$ cat config.mk
export PLATFORM = sky130hd
export DESIGN_NAME = led_pattern_engine
export DESIGN_NICKNAME = d
export VERILOG_FILES = /design/src/rtl/led_pattern_engine.sv
export SDC_FILE = /design/constraint.sdc
export NUM_CORES = 1
export LEC_CHECK = 0
export CORE_ASPECT_RATIO = 1.25
export CORE_MARGIN = 1.5
export CORE_UTILIZATION = 45
export CTS_BUF_LIST = sky130_fd_sc_hd__clkbuf_2
export CTS_CLUSTER_SIZE = 24
export DETAILED_ROUTE_END_ITERATION = 7
export GPL_ROUTABILITY_DRIVEN = 0
export PLACE_DENSITY = 0.64
export SLEW_MARGIN = 20
export SYNTH_ARGS = -nofsm -noshare
export SYNTH_HDL_FRONTEND = slang
export SYNTH_SLANG_ARGS = --single-unit
$ cat constraint.sdc
create_clock -name clk -period 3.2 [get_ports clk]
set_input_delay 0.64 -clock clk [delete_from_list [all_inputs] [get_ports clk]]
set_output_delay 0.64 -clock clk [all_outputs]
set_load 0.1 [all_outputs]
$ cat src/rtl/led_pattern_engine.sv
// N-LED pattern sequencer (bounce, rotate, fill, blink) with a prescaled step rate
// and a dimmed trail. Single clock domain; all outputs registered.
module led_pattern_engine #(
  parameter int unsigned N       = 8,
  parameter int unsigned CLK_HZ  = 1_000_000,
  parameter int unsigned STEP_HZ = 10,
  parameter int unsigned TRAIL   = 2
) (
  input  logic                     clk,
  input  logic                     rst,
  input  logic                     en,
  input  logic [1:0]               mode,
  input  logic [2:0]               speed,
  output logic [N-1:0]             led,
  output logic [$clog2(N+1)-1:0]   pos,
  output logic                     step_pulse
);

  localparam int unsigned DIV    = CLK_HZ / STEP_HZ;
  localparam int unsigned DivW   = (DIV > 1) ? $clog2(DIV) : 1;
  localparam int unsigned PosW   = $clog2(N + 1);
  localparam int unsigned TrailN = (TRAIL > 0) ? TRAIL : 1;
  localparam bit          TrailEn = (TRAIL > 0);

  localparam logic [1:0] ModeBounce = 2'b00;
  localparam logic [1:0] ModeRotate = 2'b01;
  localparam logic [1:0] ModeFill   = 2'b10;
  localparam logic [1:0] ModeBlink  = 2'b11;

  if (N < 2) begin : g_bad_n
    $error("led_pattern_engine: N must be at least 2");
  end
  if (DIV < 2) begin : g_bad_div
    $error("led_pattern_engine: CLK_HZ/STEP_HZ must be at least 2");
  end
  if (TRAIL >= N) begin : g_bad_trail
    $error("led_pattern_engine: TRAIL must be below N");
  end

  logic [DivW-1:0] div_cnt_q, div_cnt_d;
  logic [2:0]      spd_cnt_q, spd_cnt_d;
  logic [1:0]      pwm_cnt_q, pwm_cnt_d;
  logic [1:0]      cur_mode_q, cur_mode_d;
  logic [PosW-1:0] pos_q, pos_d;
  logic            dir_q, dir_d;  // 0 = counting up
  logic [PosW-1:0] trail_q [TrailN];
  logic [PosW-1:0] trail_d [TrailN];
  logic [TrailN-1:0] trail_vld_q, trail_vld_d;
  logic [N-1:0]    led_q, led_d;
  logic            step_q;

  logic base_tick;
  logic step;

  function automatic logic [N-1:0] onehot(input logic [PosW-1:0] p);
    logic [N-1:0] one;
    one = N'(1);
    return one << p;
  endfunction

  // Shifting past the top yields zero, so pos == N wraps to all-on after the subtract.
  function automatic logic [N-1:0] fill_mask(input logic [PosW-1:0] p);
    logic [N-1:0] one;
    one = N'(1);
    return (one << p) - one;
  endfunction

  assign base_tick = en && (div_cnt_q == DivW'(DIV - 1));
  // >= rather than == so that lowering speed mid-count steps on the next base tick.
  assign step      = base_tick && (spd_cnt_q >= speed);

  always_comb begin
    div_cnt_d = div_cnt_q;
    spd_cnt_d = spd_cnt_q;
    pwm_cnt_d = pwm_cnt_q;
    if (en) begin
      div_cnt_d = base_tick ? '0 : div_cnt_q + DivW'(1);
      pwm_cnt_d = pwm_cnt_q + 2'd1;
      if (base_tick) begin
        spd_cnt_d = step ? 3'd0 : spd_cnt_q + 3'd1;
      end
    end
  end

  always_comb begin
    cur_mode_d  = cur_mode_q;
    pos_d       = pos_q;
    dir_d       = dir_q;
    trail_d     = trail_q;
    trail_vld_d = trail_vld_q;
    if (step) begin
      if (mode != cur_mode_q) begin
        cur_mode_d  = mode;
        pos_d       = '0;
        dir_d       = 1'b0;
        trail_vld_d = '0;
      end else begin
        unique case (cur_mode_q)
          ModeBounce: begin
            if (!dir_q) begin
              pos_d = pos_q + PosW'(1);
              if (pos_q == PosW'(N - 2)) dir_d = 1'b1;
            end else begin
              pos_d = pos_q - PosW'(1);
              if (pos_q == PosW'(1)) dir_d = 1'b0;
            end
          end
          ModeRotate: pos_d = (pos_q == PosW'(N - 1)) ? '0 : pos_q + PosW'(1);
          ModeFill:   pos_d = (pos_q == PosW'(N)) ? '0 : pos_q + PosW'(1);
          default:    pos_d = (pos_q == '0) ? PosW'(1) : '0;
        endcase
        if (TrailEn && (cur_mode_q == ModeBounce || cur_mode_q == ModeRotate)) begin
          trail_d[0]     = pos_q;
          trail_vld_d[0] = 1'b1;
          for (int i = 1; i < TrailN; i++) begin
            trail_d[i]     = trail_q[i-1];
            trail_vld_d[i] = trail_vld_q[i-1];
          end
        end
      end
    end
  end

  // led is a pure function of the next pattern state and PWM phase, so it follows
  // the trail dimming every cycle while head/pos still change only on steps.
  always_comb begin
    led_d = '0;
    unique case (cur_mode_d)
      ModeBounce, ModeRotate: begin
        if (TrailEn && (pwm_cnt_d == 2'd0)) begin
          for (int i = 0; i < TrailN; i++) begin
            if (trail_vld_d[i]) led_d = led_d | onehot(trail_d[i]);
          end
        end
        led_d = led_d | onehot(pos_d);
      end
      ModeFill: led_d = fill_mask(pos_d);
      default:  led_d = (pos_d == '0) ? '1 : '0;
    endcase
  end

  always_ff @(posedge clk or posedge rst) begin
    if (rst) begin
      div_cnt_q   <= '0;
      spd_cnt_q   <= '0;
      pwm_cnt_q   <= '0;
      cur_mode_q  <= ModeBounce;
      pos_q       <= '0;
      dir_q       <= 1'b0;
      trail_vld_q <= '0;
      for (int i = 0; i < TrailN; i++) trail_q[i] <= '0;
      led_q       <= N'(1);
      step_q      <= 1'b0;
    end else begin
      div_cnt_q   <= div_cnt_d;
      spd_cnt_q   <= spd_cnt_d;
      pwm_cnt_q   <= pwm_cnt_d;
      cur_mode_q  <= cur_mode_d;
      pos_q       <= pos_d;
      dir_q       <= dir_d;
      trail_vld_q <= trail_vld_d;
      for (int i = 0; i < TrailN; i++) trail_q[i] <= trail_d[i];
      led_q       <= led_d;
      step_q      <= step;
    end
  end

  assign led        = led_q;
  assign pos        = pos_q;
  assign step_pulse = step_q;

endmodule

### Word-level counts from Yosys, hierarchy flattened

Index checks and enable logic that the tools add are counted.

* input bits: 8
* word-level logic and storage cells: 76
* bits in registers: 48
* output and inout port bits: 13

* reductions and logical operators: 12
* eq/ne operators: 10
* multiplexer cells: 31
* bitwise logic cells: 2
* add/subtract/negate cells: 6
* shifts and indexed selects: 3
* order comparisons: 1

Operators by type and width (count)
* $mux 8: 10
* $shl 1x4->8 const A: 3
* $mux 4: 5
* $add 17x1->17 const B: 1
* $eq 17x17->1 const B: 1
* $mux 17: 1
* $or 8x8->8: 2
* $pmux 8 s2: 1
* $mux 2: 6
* $pmux 4 s3: 1
* $eq 4x3->1 const B: 2
* $logic_not 4->1: 2
* $sub 8x1->8 const B: 1
* $logic_not 2->1: 3
* $mux 1: 6
* $add 4x1->4 const B: 1
* $eq 2x1->1 const B: 2
* $eq 2x2->1 const B: 2
* $eq 4x1->1 const B: 1
* $eq 4x4->1 const B: 1
* $reduce_and 2->1: 2
* $sub 4x1->4 const B: 1
* $add 3x1->3 const B: 1
* $ge 3x3->1: 1
* 7 further kinds: 8

### Logic depth before layout (Yosys ltp)

* depth in word-level cells: 15
* gate-level depth with buffers: 14
* gate-level depth less buffers: 14

### Worst setup path after synthesis

Ideal clock, no wire load.

* path kind: register -> register
* start: register pos_q[1], in the netlist pos[1]
* end: register led_q[4], in the netlist led[4]
* cell stages (with the launch flop): 14
* clock period less this slack: 3.440 ns
* path buffers: 0
* required time: 3.065 ns
* slack: -0.240 ns
* arrival time: 3.306 ns
* library setup time: 0.135 ns
* path through: dfrtp_1 inv_1 ha_1 nor3b_1 o221ai_1 a21oi_1 mux2i_1 clkinv_1 nand2_1 ha_1 nor2_1 or3_1 o211ai_1 nand4_1

* elaborated cells on any way between the ends: 29
* classes of those cells: add/sub: 3; eq/ne: 2; shift: 2; mux: 18; bitwise: 2; reduce/logical: 2

RTL lines
* start: declaration: RTL line 44 `logic [PosW-1:0] pos_q, pos_d;`
* start signal: assignment: RTL line 159 `pos_q <= pos_d;`
* $eq 4x4->1 (tied with other cells): RTL line 109 `ModeFill: pos_d = (pos_q == PosW'(N)) ? '0 : pos_q + PosW'(1);`
* $mux 4 (tied with other cells): RTL line 109
* $pmux 4 s3 (*): RTL line 98 `unique case (cur_mode_q)`
* $mux 4 (*): RTL line 92 `if (mode != cur_mode_q) begin`
* $mux 4 (*): RTL line 91 `if (step) begin`
* net pos_d[0]: RTL line 44
* $shl 1x4->8 or $logic_not 4->1 (tied branches): RTL line 58, 65, 138
* $sub 8x1->8 (tied with other cells): RTL line 65 `return (one << p) - one;`
* $pmux 8 s2 (*): RTL line 128 `unique case (cur_mode_d)`
* net led_d[4]: RTL line 49 `logic [N-1:0] led_q, led_d;`
* end signal: assignment: RTL line 163 `led_q <= led_d;`
* end: declaration: RTL line 49

The timed path passes the listed nets; every way through them passes the cells marked *. The select of a mux whose other input is x is not followed.
A chain may end at the register's enable or synchronous reset.

### Worst setup path in the final report

* start: input speed[2]
* end: register led_q[4], in the netlist led[4]

* longest elaborated chain between the ends: 13
* elaborated cells on any way between the ends: 25
* classes of those cells: add/sub: 1; order compare: 1; eq/ne: 2; shift: 3; mux: 12; bitwise: 2; reduce/logical: 4

Ends and longest elaborated chain
* start: declaration: RTL line 13 `input logic [2:0] speed,`
* $ge 3x3->1 (*): RTL line 70 `assign step = base_tick && (spd_cnt_q >= speed);`
* $logic_and 1x1->1 (*): RTL line 70
* $mux 8: RTL line 91
* $shl 1x4->8: RTL line 58 `return one << p;`
* $mux 8: RTL line 132 `if (trail_vld_d[i]) led_d = led_d | onehot(trail_d[i]);`
* $mux 8: RTL line 130 `if (TrailEn && (pwm_cnt_d == 2'd0)) begin`
* $mux 8: RTL line 128
* $or 8x8->8: RTL line 132
* $mux 8: RTL line 132
* $mux 8: RTL line 130
* $mux 8: RTL line 128
* $or 8x8->8: RTL line 135 `led_d = led_d | onehot(pos_d);`
* $pmux 8 s2 (*): RTL line 128
* net led_d[4]: RTL line 49

Marks and branches as above.

==> metrics.txt <==
Die Span Y 96.10 microns; Layout Utilization 57.76%; R2R cell count 13; io pins 21; DR iter-0 viols 106; Slew headroom 69.35%; Final Non-Filler Cells 514; Port Buffers 20; Worst EP arrival between 3 and 4 ns; via/cell ratio 5.551; first-pass GRT wire length 13,250 microns; multi-input logic area 0.001810 sq mm; vias approximately 2.9k; post-synthesis cell count 355; startpoint types input pin; layout cell share with drive strength beyond 1 25.29%; Peak supply drop 0.0001866 V; GRT Util Overall 22.91%; Clock Path Buffers 2; register area share after synthesis 38.53%; detailed placement HPWL 6187 microns; routed len/inst ~16 microns; f_max 0.3289 GHz; Crit path required time 3.58 ns; Std-Cell Rows 33; cell count after placement a little over 500; Max Transition Viols Final 0; Sink Count between 40 and 50; TritonCTS buffer count 5; vias in the first global route 2,873; grt ovf 0; clk_lat worst skew 0.46 ns; mean post-synth cell area 8.790 sq um; P_leak between 1.5 and 2 nW; flops & latches, synth 48; Die Wd 77.48 microns; RSZ-0062 raised after global routing false; CTS root buf clkbuf_2; Top FF cell, synth dfrtp_1; antenna violation net count after detailed routing 0; Initial Util 46.94%; synthesized area 0.003120 sq mm; Worst-Margin Slew 0.4598 ns; PD cells approximately 320 mW/mm^2; post-synthesis async set-or-reset flop share 100.0%; Unique masters post-synth 66; core area 0.006648 sq mm; register area about 0.0012 sq mm; die area 0.007446 sq mm; Fill cells 595; Post-Route WL 8010 microns; period utilization about 95%; Post-synth EDFFs 0; crit end category register; max-cap check violation count 0; final hold vios 0; final net count 444; initial antenna violation count 0; htree depth 2; Setup CP Type input pin to register; DR pass1 iterations 4; Layout area overhead 23.06%; Hold WC Path Type input pin to async pin; Net Count, Synth 373; YS warnings 0; DRC 0; Tmin final roughly 3.0 ns; post-route setup TNS 0 ns; CP Max Fanout 4; Worst-path clk slew 0.28 ns; status completed; Antenna diodes 0; CTS tree built; largest net degree at the start of global routing 20; Final Setup Violations 0; clock skew about 0.026 ns
[state kept, by name, indices dropped and copies added (netlist names), 2 cells and up]
name         count
cur_mode_q       2
trail_vld_q      2
trail_q          8
led              8
pos              4
pwm_cnt_q        2
div_cnt_q       17
spd_cnt_q        3
[cell usage after synthesis (all sizes together) (7+ instances only)]
library cell / number / area share, %
nor3: 14 / 2.6
xor2: 8 / 2.2
xnor2: 12 / 3.4
dfrtp: 47 / 38
mux2i: 9 / 3.0
nand3: 20 / 3.5
buf: 9 / 1.8
a21oi: 17 / 3.3
or3: 7 / 1.6
nor2: 33 / 4.1
nor2b: 7 / 1.4
nand4: 7 / 1.4
inv: 20 / 2.4
nand2: 45 / 5.4
o21ai: 22 / 3.5
ha: 10 / 4.0
[worst max-delay path, stage by stage]
cell	delay, ns
clkdlybuf4s50_1	0.45
inv_1	0.04
ha_1	0.28
nand2_1	0.08
o21ai_1	0.18
nand3_1	0.17
or3b_1	0.38
o21ai_1	0.24
nor2_2	0.08
nand2_1	0.11
ha_1	0.20
nor2_1	0.07
or3_1	0.31
o211ai_1	0.10
nand4_1	0.09
[worst paths after layout]
kind	start	to	slack (ns)
max	speed[2]	led[4]	0.16
min	rst	led[2]	0.43
max reg2reg	pos[1]	led[6]	0.22
min reg2reg	pwm_cnt_q[1]	pwm_cnt_q[1]	0.50
max in group asynchronous	rst	led[0]	2.17
min in group clk	pwm_cnt_q[1]	pwm_cnt_q[1]	0.50
[routing by layer]
| metal | track usage [%] | routed length, microns | up-vias | share of wire [%] |
|---|---|---|---|---|
| met4 | 10.00 | 262 | 0 | 3.3 |
| met2 | 43.13 | 4185 | 75 | 52 |
| met5 | 0 | 0 | - | 0 |
| li1 | - | - | 1408 | - |
| met3 | 3.602 | 288 | 24 | 3.6 |
| met1 | 25.55 | 3274 | 1346 | 41 |
[where the power goes]
group | leakage, nW | internal [mW] | switching [mW] | total, mW
Combinational | 1.11 | 0.119 | 0.122 | 0.240
Clock | 0.0252 | 0.0544 | 0.219 | 0.273
Sequential | 0.633 | 0.662 | 0.0566 | 0.718
[cell usage in the layout (no fill, tap or decap), drive strengths merged, types with 5 or more instances in the layout]
master and n:
nand3 20, xor2 8, a21oi 17, buf 69, a31oi 5, nor2b 7, and3 5, inv 20
clkdlybuf4s50 7, clkbuf 5, dfrtp 47, nor2 33, xnor2 12, nor3 14, or3 7, nor3b 6
nand4 7, o21ai 22, mux2i 9, nand2 45, ha 10
[kinds of logic after synthesis]
kind of cell    share of synthesized area [%]
flops                                   38.53
mux                                     4.090
compound gates                          14.92
simple gates                            28.11
xor+xnor                                5.614
fa+ha+maj                               4.010
buf+inv                                 4.731
[final cells by class]
cell class              instances  share of cell area (%)
clock buffers                   5                  0.6517
clock inverters                 3                  0.6191
inverters                      21                   2.053
multi-input cells             274                   47.15
flip-flops and latches         48                   31.38
well taps                      87                   2.835
repair buffers                 76                   15.31
[stage by stage]
step | instance area (sq um) | total power [mW] | hold slack, ns | setup WS (ns)
final | 3840 | 1.232 | 0.4290 | 0.1600
after global routing | 3840 | 1.295 | 0.4433 | 0.004135
after CTS | 3801 | 1.246 | 0.4239 | 0.09243
after detailed placement | 3746 | 0.9664 | 0.4590 | -0.6074
after global placement | 3746 | 0.9641 | 0.4600 | -0.4681
after floorplan | 3127 | 0.9115 | 0.4429 | 0.09495
[what timing repair did]
action | 4_1_cts | 5_1_grt
pin swaps | 0 | 1
buffers inserted | 0 | 2
hold buffers | 0 | 0
setup endpoints to repair | 1 | 2
resized for setup | 3 | 6
No activity file was read; power rests on OpenSTA's default activity.
